==> config.mk <==
export PLATFORM = sky130hd
export DESIGN_NAME = spart_sdram_bridge
export DESIGN_NICKNAME = d
export VERILOG_FILES = /design/src/rtl/spart_bridge_pkg.sv /design/src/rtl/spart_word_fifo.sv /design/src/rtl/spart_sdram_bridge.sv
export SDC_FILE = /design/constraint.sdc
export NUM_CORES = 1
export LEC_CHECK = 0
export CORE_MARGIN = 10
export CORE_UTILIZATION = 51
export DETAILED_ROUTE_END_ITERATION = 6
export PLACE_DENSITY_LB_ADDON = 0.2
export SLEW_MARGIN = 20
export SYNTH_ARGS = -nofsm -noshare
export SYNTH_HDL_FRONTEND = slang
export SYNTH_SLANG_ARGS = --single-unit
==> constraint.sdc <==
create_clock -name clk -period 6.1 [get_ports clk]
set_clock_uncertainty 0.1 [all_clocks]
set_input_delay 1.83 -clock clk [delete_from_list [all_inputs] [get_ports clk]]
set_output_delay 1.83 -clock clk [all_outputs]
set_load 0.01 [all_outputs]
==> src/rtl/spart_bridge_pkg.sv <==
// Shared types and defaults for the SPART <-> SDRAM bridge.
package spart_bridge_pkg;

   localparam int DEF_DATA_W = 16;
   localparam int DEF_ADDR_W = 23;

   typedef enum logic [1:0] {
      IDLE    = 2'd0,
      WR_REQ  = 2'd1,
      RD_REQ  = 2'd2,
      RD_WAIT = 2'd3
   } state_t;

   typedef enum logic {
      GRANT_WR = 1'b0,
      GRANT_RD = 1'b1
   } grant_t;

endpackage

==> src/rtl/spart_word_fifo.sv <==
// Small synchronous word FIFO; a push into a full FIFO is accepted only alongside a pop.
module spart_word_fifo
   import spart_bridge_pkg::*;
#(
   parameter int DATA_W     = DEF_DATA_W,
   parameter int FIFO_DEPTH = 8,
   localparam int PTR_W     = $clog2(FIFO_DEPTH)
) (
   input  logic              clk,
   input  logic              rst,
   input  logic              push,
   input  logic              pop,
   input  logic [DATA_W-1:0] wr_data,
   output logic [DATA_W-1:0] rd_data,
   output logic              full,
   output logic              empty,
   output logic [PTR_W:0]    level
);

   logic [DATA_W-1:0] mem [FIFO_DEPTH];
   logic [PTR_W-1:0]  wr_ptr;
   logic [PTR_W-1:0]  rd_ptr;
   logic              do_push;
   logic              do_pop;

   assign empty   = (level == '0);
   assign full    = (level == (PTR_W+1)'(FIFO_DEPTH));
   assign do_pop  = pop && !empty;
   assign do_push = push && (!full || do_pop);
   assign rd_data = mem[rd_ptr];

   // NOTE: storage is left unreset; pointers and level alone define which entries are valid.
   always_ff @(posedge clk) begin
      if (do_push) mem[wr_ptr] <= wr_data;
   end

   // NOTE: non-blocking assignments keep every register sampling pre-edge values.
   always_ff @(posedge clk or negedge rst) begin
      if (!rst) begin
         wr_ptr <= '0;
         rd_ptr <= '0;
         level  <= '0;
      end else begin
         if (do_push) wr_ptr <= wr_ptr + 1'b1;
         if (do_pop)  rd_ptr <= rd_ptr + 1'b1;
         case ({do_push, do_pop})
            2'b10:   level <= level + 1'b1;
            2'b01:   level <= level - 1'b1;
            default: level <= level;
         endcase
      end
   end

endmodule

==> src/rtl/spart_sdram_bridge.sv <==
// Bridges the SPART word streams to one SDRAM request port: buffered sequential writes,
// on-demand sequential reads, round-robin arbitration between the two.
module spart_sdram_bridge
   import spart_bridge_pkg::*;
#(
   parameter int DATA_W     = DEF_DATA_W,
   parameter int ADDR_W     = DEF_ADDR_W,
   parameter int FIFO_DEPTH = 8
) (
   input  logic                        clk,
   input  logic                        rst,
   input  logic [DATA_W-1:0]           in_word,
   input  logic                        in_valid,
   input  logic [ADDR_W-1:0]           max_words,
   input  logic                        start_tx,
   input  logic                        rd_req,
   output logic [DATA_W-1:0]           out_word,
   output logic                        out_valid,
   output logic [ADDR_W-1:0]           sd_addr,
   output logic [DATA_W-1:0]           sd_wr_data,
   output logic                        sd_wr_req,
   output logic                        sd_rd_req,
   input  logic                        sd_ack,
   input  logic [DATA_W-1:0]           sd_rd_data,
   input  logic                        sd_rd_valid,
   output logic                        rx_done,
   output logic                        tx_done,
   output logic                        overflow,
   output logic [$clog2(FIFO_DEPTH):0] fifo_level
);

   state_t            state;
   grant_t            last_grant;
   logic              rd_pend;
   logic [ADDR_W-1:0] wr_addr;
   logic [ADDR_W-1:0] rd_addr;
   logic [ADDR_W-1:0] wr_addr_nxt;
   logic [ADDR_W-1:0] rd_addr_nxt;
   logic              fifo_pop;
   logic              fifo_full;
   logic              fifo_empty;
   logic [DATA_W-1:0] fifo_head;
   logic              rd_done;

   // max_words == 0 compares equal only at the natural 2^ADDR_W rollover.
   assign wr_addr_nxt = wr_addr + 1'b1;
   assign rd_addr_nxt = rd_addr + 1'b1;
   assign fifo_pop    = (state == WR_REQ) && sd_ack;
   assign rd_done     = sd_rd_valid && ((state == RD_WAIT) || ((state == RD_REQ) && sd_ack));

   spart_word_fifo #(
      .DATA_W    (DATA_W),
      .FIFO_DEPTH(FIFO_DEPTH)
   ) u_fifo (
      .clk    (clk),
      .rst    (rst),
      .push   (in_valid),
      .pop    (fifo_pop),
      .wr_data(in_word),
      .rd_data(fifo_head),
      .full   (fifo_full),
      .empty  (fifo_empty),
      .level  (fifo_level)
   );

   always_ff @(posedge clk or negedge rst) begin
      if (!rst) begin
         state      <= IDLE;
         last_grant <= GRANT_RD;
         rd_pend    <= 1'b0;
         wr_addr    <= '0;
         rd_addr    <= '0;
         out_word   <= '0;
         out_valid  <= 1'b0;
         sd_addr    <= '0;
         sd_wr_data <= '0;
         sd_wr_req  <= 1'b0;
         sd_rd_req  <= 1'b0;
         rx_done    <= 1'b0;
         tx_done    <= 1'b0;
         overflow   <= 1'b0;
      end else begin
         out_valid <= 1'b0;
         if (in_valid && fifo_full && !fifo_pop) overflow <= 1'b1;

         case (state)
            IDLE: begin
               if (!fifo_empty && (!rd_pend || last_grant == GRANT_RD)) begin
                  state      <= WR_REQ;
                  sd_wr_req  <= 1'b1;
                  sd_addr    <= wr_addr;
                  sd_wr_data <= fifo_head;
               end else if (rd_pend) begin
                  state     <= RD_REQ;
                  sd_rd_req <= 1'b1;
                  sd_addr   <= start_tx ? '0 : rd_addr;
               end
            end
            WR_REQ: begin
               if (sd_ack) begin
                  state      <= IDLE;
                  sd_wr_req  <= 1'b0;
                  sd_addr    <= '0;
                  sd_wr_data <= '0;
                  last_grant <= GRANT_WR;
                  if (wr_addr_nxt == max_words) begin
                     wr_addr <= '0;
                     rx_done <= 1'b1;
                  end else begin
                     wr_addr <= wr_addr_nxt;
                  end
               end
            end
            RD_REQ: begin
               if (sd_ack) begin
                  state      <= sd_rd_valid ? IDLE : RD_WAIT;
                  sd_rd_req  <= 1'b0;
                  sd_addr    <= '0;
                  rd_pend    <= 1'b0;
                  last_grant <= GRANT_RD;
               end
            end
            RD_WAIT: begin
               if (sd_rd_valid) state <= IDLE;
            end
            default: state <= IDLE;
         endcase

         if (rd_done) begin
            out_word  <= sd_rd_data;
            out_valid <= 1'b1;
            if (rd_addr_nxt == max_words) begin
               rd_addr <= '0;
               tx_done <= 1'b1;
            end else begin
               rd_addr <= rd_addr_nxt;
            end
         end

         // A restart overrides any in-flight address update; a repeat rd_req never queues.
         if (start_tx) begin
            rd_pend <= 1'b1;
            rd_addr <= '0;
            tx_done <= 1'b0;
         end else if (rd_req && !rd_pend) begin
            rd_pend <= 1'b1;
         end
      end
   end

endmodule

Yosys cells after proc, flatten, opt, wreduce, memory -nomap -nowiden
Memory sizes are Yosys's and may differ from the RTL's.
Index checks and enable logic that the tools add are counted.
Word-level totals
  register bits after elaboration: 121
  bits in writable memories: 128
  input port bits: 62
  output and inout bits: 65
  memories: 1
Memory list
  u_fifo.mem: words 8, width 16, rd ports 1, clocked after memory_dff 0, write ports 1, line spart_word_fifo.sv:20  | logic [DATA_W-1:0] mem [FIFO_DEPTH];
Cells by class
  add/sub/neg operators: 6
  eq/ne operators: 16
  muxes and demuxes: 37
  reductions and logical operators: 37
Operators with widths (count)
  $mux 23: 8
  $add 23x1->23 const B: 2
  $eq 23x23->1: 2
  $pmux 23 s2: 1
  $mux 16: 2
  $pmux 16 s2: 1
  $mux 1: 14
  $reduce_bool 2->1: 7
  $mux 2: 6
  $ne 2x2->1 const B: 6
  $reduce_and 3->1: 4
  $logic_and 1x1->1: 9
  $pmux 2 s4: 1
  $pmux 4 s2: 1
  $reduce_and 4->1: 2
  $add 3x1->3 const B: 2
  $eq 2x2->1 const B: 3
  $pmux 1 s2: 3
  $reduce_and 2->1: 3
  $reduce_bool 3->1: 2
  $add 4x1->4 const B: 1
  $eq 2x1->1 const B: 2
  $eq 4x4->1 const B: 1
  $logic_not 1->1: 4
  other kinds (7): 9

Longest topological paths before layout
  depth in word-level cells: 7
  gate-level depth with buffers: 13
  gate-level depth less buffers: 13

By module
From an unflattened synthesis, not the netlist that was laid out.
Unflattened totals
  cell total of the unflattened synthesis: 1071
  area, all modules: 12418.2 um2
Modules (own cells, without submodules)
  spart_sdram_bridge: instances 1, cells each 796, area each 6880.3 um2, seq. area each 2778.9 um2
  spart_word_fifo: instances 1, cells each 275, area each 5537.8 um2, seq. area each 4093.9 um2

Worst setup path before layout
OpenSTA, ideal clock, no wires.
  path kind: input-to-reg
  start point: input port sd_ack
  end point: memory u_fifo.mem[2][0] (netlist bit), enable pin
  library setup time: 436 ps
  arrival time: 4106 ps
  required time: 5564 ps
  path slack: 1458 ps
  stages: 5
  buffers on the path: 0
  cells stage by stage: nand2_1 -> nand3_1 -> and2_1 -> inv_1 -> nor4b_1
On the way
  longest elaborated chain between the ends: 6
RTL lines
  start, declared: line spart_sdram_bridge.sv:23  | input logic sd_ack,
  $logic_and 1x1->1: line spart_sdram_bridge.sv:48  | assign fifo_pop = (state == WR_REQ) && sd_ack;
  $logic_and 1x1->1: line spart_word_fifo.sv:28  | assign do_pop = pop && !empty;
  $logic_or 1x1->1: line spart_word_fifo.sv:29  | assign do_push = push && (!full || do_pop);
  $logic_and 1x1->1: line spart_word_fifo.sv:29
  $mux 1: line spart_word_fifo.sv:34  | if (do_push) mem[wr_ptr] <= wr_data;
  $mux 1 (not written as such): line spart_word_fifo.sv:34
  end, declared: line spart_word_fifo.sv:20
No other way between the ends.

Worst setup path in the final report
  start point: input port max_words[17]
  end point: register wr_addr[4]
On the way
  longest elaborated chain between the ends: 2
RTL lines
  start, declared: line spart_sdram_bridge.sv:14  | input logic [ADDR_W-1:0] max_words,
  $eq 23x23->1: line spart_sdram_bridge.sv:106  | if (wr_addr_nxt == max_words) begin
  $mux 23: line spart_sdram_bridge.sv:106
  end signal, assigned: line spart_sdram_bridge.sv:110  | wr_addr <= wr_addr_nxt;
  end, declared: line spart_sdram_bridge.sv:35  | logic [ADDR_W-1:0] wr_addr;
No other way between the ends.
A chain may end at the register's enable or synchronous reset.

==> out/results.ini <==
[global_routing]
antenna_violations_before_repair = 1
grt_start_max_net_pins = 84
grt_first_pass_wirelength_um = 50400
grt_util_all_layers_pct = 20.3
grt.overflow.total = 0
vias_in_the_first_global_route = 8942

[floorplanning]
core_region_area_um2 = 23500
die_width_um = 175
floorplan.rows = 56
die_y_um = 175
fp.dieArea_um2 = 30600
initial_core_util_pct = 52.0
boundaryPins = 127

[logic_synthesis]
post_synth_most_frequent_cells = 177 x sky130_fd_sc_hd__nand2_1, 128 x sky130_fd_sc_hd__edfxtp_1, 120 x sky130_fd_sc_hd__dfrtp_1
seq_area_frac_synth_pct = 56.1
synth_edf_count = 128
post-synth-top-count-cell = sky130_fd_sc_hd__nand2_1
synth_area_leaders = sky130_fd_sc_hd__edfxtp_1 31%, sky130_fd_sc_hd__dfrtp_1 25%, sky130_fd_sc_hd__mux4_2 5.9%, sky130_fd_sc_hd__nand2_1 5.4%, sky130_fd_sc_hd__xnor2_1 3.4%
synth_cells = 1098
synth_ff_type = sky130_fd_sc_hd__edfxtp_1
mappedNetlistArea_um2 = 12300
ys_types = 63
post-synth-top-area-cell = sky130_fd_sc_hd__edfxtp_1
netlist.area_leader.share_pct = 31.4
ys_ff_latch = 249
synthesis.nets = 1173
syn_avg_cell_area_um2 = 11.2
yosys_warnings = 0
synth_async_sr_flop_share_pct = 48.6

[timing]
worst-slew-pin-transition_ns = 1.09
setup_tns_ns = 0
layout_worst_path_cycle_share_pct = 78.3
report.final.hold_viol_count = 0
report.final.slew_viol_count = 0
rsz0062_at_grt = false
rel_slew_slack_pct = 27.6
finalWorstPathRequiredPeriod_ns = 4.78
setup_viol = 0
clock.fmax_mhz = 209

[detailed_routing]
remaining_drc_errors = 0
dr.first_iter.drc_count = 848
topRoutingLayerUsed = met4
m1WireLength_um = 13000
route.vias.total = 8952
met2_length_um = 15800
route.detailed.wl_per_inst_um = 20.5
route.antenna.remaining_nets = 0
postRouteWirelength_um = 31300
wl_met3_um = 1880
first_pass_iters = 7
vias_per_cell = 5.86

[worst_setup_path]
cp-end-kind = flip-flop
start_kind = primary input
worst_path_largest_cell_delay_ns = 0.68
path_cells = clkdlybuf4s50_1 -> or3b_2 -> o21ai_0 -> a21oi_1 -> mux2_4 -> or4_1 -> or4_1 -> buf_4 -> a221o_1
critPathKind = in -> reg
crit_path_top_delay_cell = sky130_fd_sc_hd__or4_1
r2r.worst_path.cells = 9
timing.critical_path.mode_cell = sky130_fd_sc_hd__or4_1
worst_ep_required_time_ns = 6.42
data_arrival_critical_path_ns = 5.10
critical_path.max_fanout = 23

[layout]
net_count_of_the_finished_layout = 1262
proportion_of_layout_cells_with_a_drive_suffix_above_1_pct = 9.85
utilization_pct = 62.4
antennaDiodeCount = 0
final_cell_area_um2 = 14700
final-instance-count-excl-fill = 1527
areaGrowthSynthToFinish_pct = 19.9

[min_path]
timing.hold.worst.class = reg -> reg
min_path_cells = 1

[clocking]
cts_root_buf = sky130_fd_sc_hd__clkbuf_16
hold_buffers = 0
clock_insertion_delay_at_the_later_pin_of_the_skew_report_ns = 0.55
clock_path_buffers = 3
count_of_h_tree_levels_built_during_cts = 1
clock_sinks = 249
clkTransAtPathRegs_ns = 0.06
tritoncts_clock_tree = done
post-cts-setup-buffers = 0
cts_made_buffers = 27
postCtsResizedCells = 0

[pwr]
clkPwrFrac_pct = 27.6
worst_voltage_drop_across_the_vdd_grid_v = 0.000298
power.share.switching_pct = 33.5
comb_power_share_pct = 32.7
leakage_nw = 5.51
pwr_density_cell_nw_per_um2 = 411
power_mw = 6.04
total_switching_power_mw = 2.02
cellInternalPower_mw = 4.02
share_seq_of_total_power_pct = 39.7

[placed_design]
dpl.hpwl_um = 20800
dp.cells = 1477
dpl_cell_area_um2 = 13800
finalWeightedCongestion = 0.889
place.port_buffers = 126

[outcome]
run_status = finished clean

[flow_run]
max-cap-violations = 0

power by group through the flow:
stage	Sequential (mW)	Clock [mW]	Combinational [mW]
3_3_place_gp	2.41	0	1.97
2_1_floorplan	2.36	0	1.24
6_report	2.40	1.67	1.98
3_5_place_dp	2.43	0	2.00
5_1_grt	2.44	1.77	2.19
4_1_cts	2.40	1.70	2.02
layout make-up:
cell class / instances / area (um^2)
fillers: 1910 / 8850
clock buffers: 37 / 763
flip-flops and latches: 249 / 6880
repair buffers: 143 / 1390
inverters: 19 / 71.3
clock inverters: 13 / 159
well taps: 319 / 399
multi-input cells: 747 / 5040
metal layers:
layer  up-vias  track usage (%)
met5         -                0
met4         0             5.02
met3        38             3.84
met2       269             35.1
met1      4459             25.7
li1       4186                -
state kept, by name (all words and copies together), names as in the netlist:
signal,flops
last_grant,1
u_fifo.rd_ptr,3
u_fifo.wr_ptr,3
rd_addr,23
out_valid,1
u_fifo.level,4
sd_wr_data,16
sd_rd_req,1
tx_done,1
sd_wr_req,1
out_word,16
rx_done,1
sd_addr,23
rd_pend,1
state,2
u_fifo.mem,128
wr_addr,23
overflow,1
worst max-delay path, delay by kind of cell:
family,cells,cell delay (ns)
muxes,1,0.27
and+or+nand+nor,3,1.68
AOI/OAI and AO/OA,3,0.49
buffers and inverters,2,0.82
stage by stage:
step	worst slack, ns	hold WS (ns)
finish	1.32	0.368
global route	1.16	0.383
CTS	1.36	0.375
detailed placement	0.793	0.360
global placement	0.907	0.353
floorplan	1.46	0.394
worst paths after layout:
| path | startpoint | slack [ns] | end |
|---|---|---|---|
| max | max_words[17] | 1.32 | wr_addr[4] |
| min reg2reg | overflow | 0.37 | overflow |
| min in group asynchronous | rst | 1.23 | wr_addr[6] |
| max in group asynchronous | rst | 3.57 | wr_addr[14] |
| min | overflow | 0.37 | overflow |
| max reg2reg | wr_addr[0] | 2.17 | wr_addr[4] |
cells in the final DEF (no fill, tap or decap), types with 12 or more instances in the layout:
cell type | synthesis | final
sky130_fd_sc_hd__nand2_1 | 177 | 177
sky130_fd_sc_hd__edfxtp_1 | 128 | 128
sky130_fd_sc_hd__clkdlybuf4s50_1 | 0 | 124
sky130_fd_sc_hd__dfrtp_1 | 120 | 118
sky130_fd_sc_hd__o21ai_0 | 71 | 70
sky130_fd_sc_hd__nand3_1 | 52 | 52
sky130_fd_sc_hd__nor2_1 | 48 | 48
sky130_fd_sc_hd__xnor2_1 | 48 | 48
sky130_fd_sc_hd__a21oi_1 | 35 | 34
sky130_fd_sc_hd__mux4_2 | 32 | 32
sky130_fd_sc_hd__nor3_1 | 34 | 31
sky130_fd_sc_hd__clkbuf_16 | 0 | 27
sky130_fd_sc_hd__mux2i_1 | 24 | 24
sky130_fd_sc_hd__a22oi_1 | 23 | 23
sky130_fd_sc_hd__xor2_1 | 23 | 23
sky130_fd_sc_hd__nor3b_1 | 24 | 22
sky130_fd_sc_hd__inv_1 | 19 | 19
sky130_fd_sc_hd__nand4_1 | 18 | 18
sky130_fd_sc_hd__buf_4 | 1 | 17
sky130_fd_sc_hd__nor4_1 | 15 | 14
sky130_fd_sc_hd__and3_1 | 12 | 12
sky130_fd_sc_hd__ha_1 | 12 | 12
kinds of logic after synthesis:
group | share of synthesized area (%)
adder cells (fa/ha/maj) | 1.39
XOR/XNOR | 5.08
flip-flops | 56.1
AO/OA/AOI/OAI | 8.69
buffers and inverters | 3.30
multiplexers | 8.33
AND/OR/NAND/NOR | 17.1
Power figures use the tool's default switching activity.
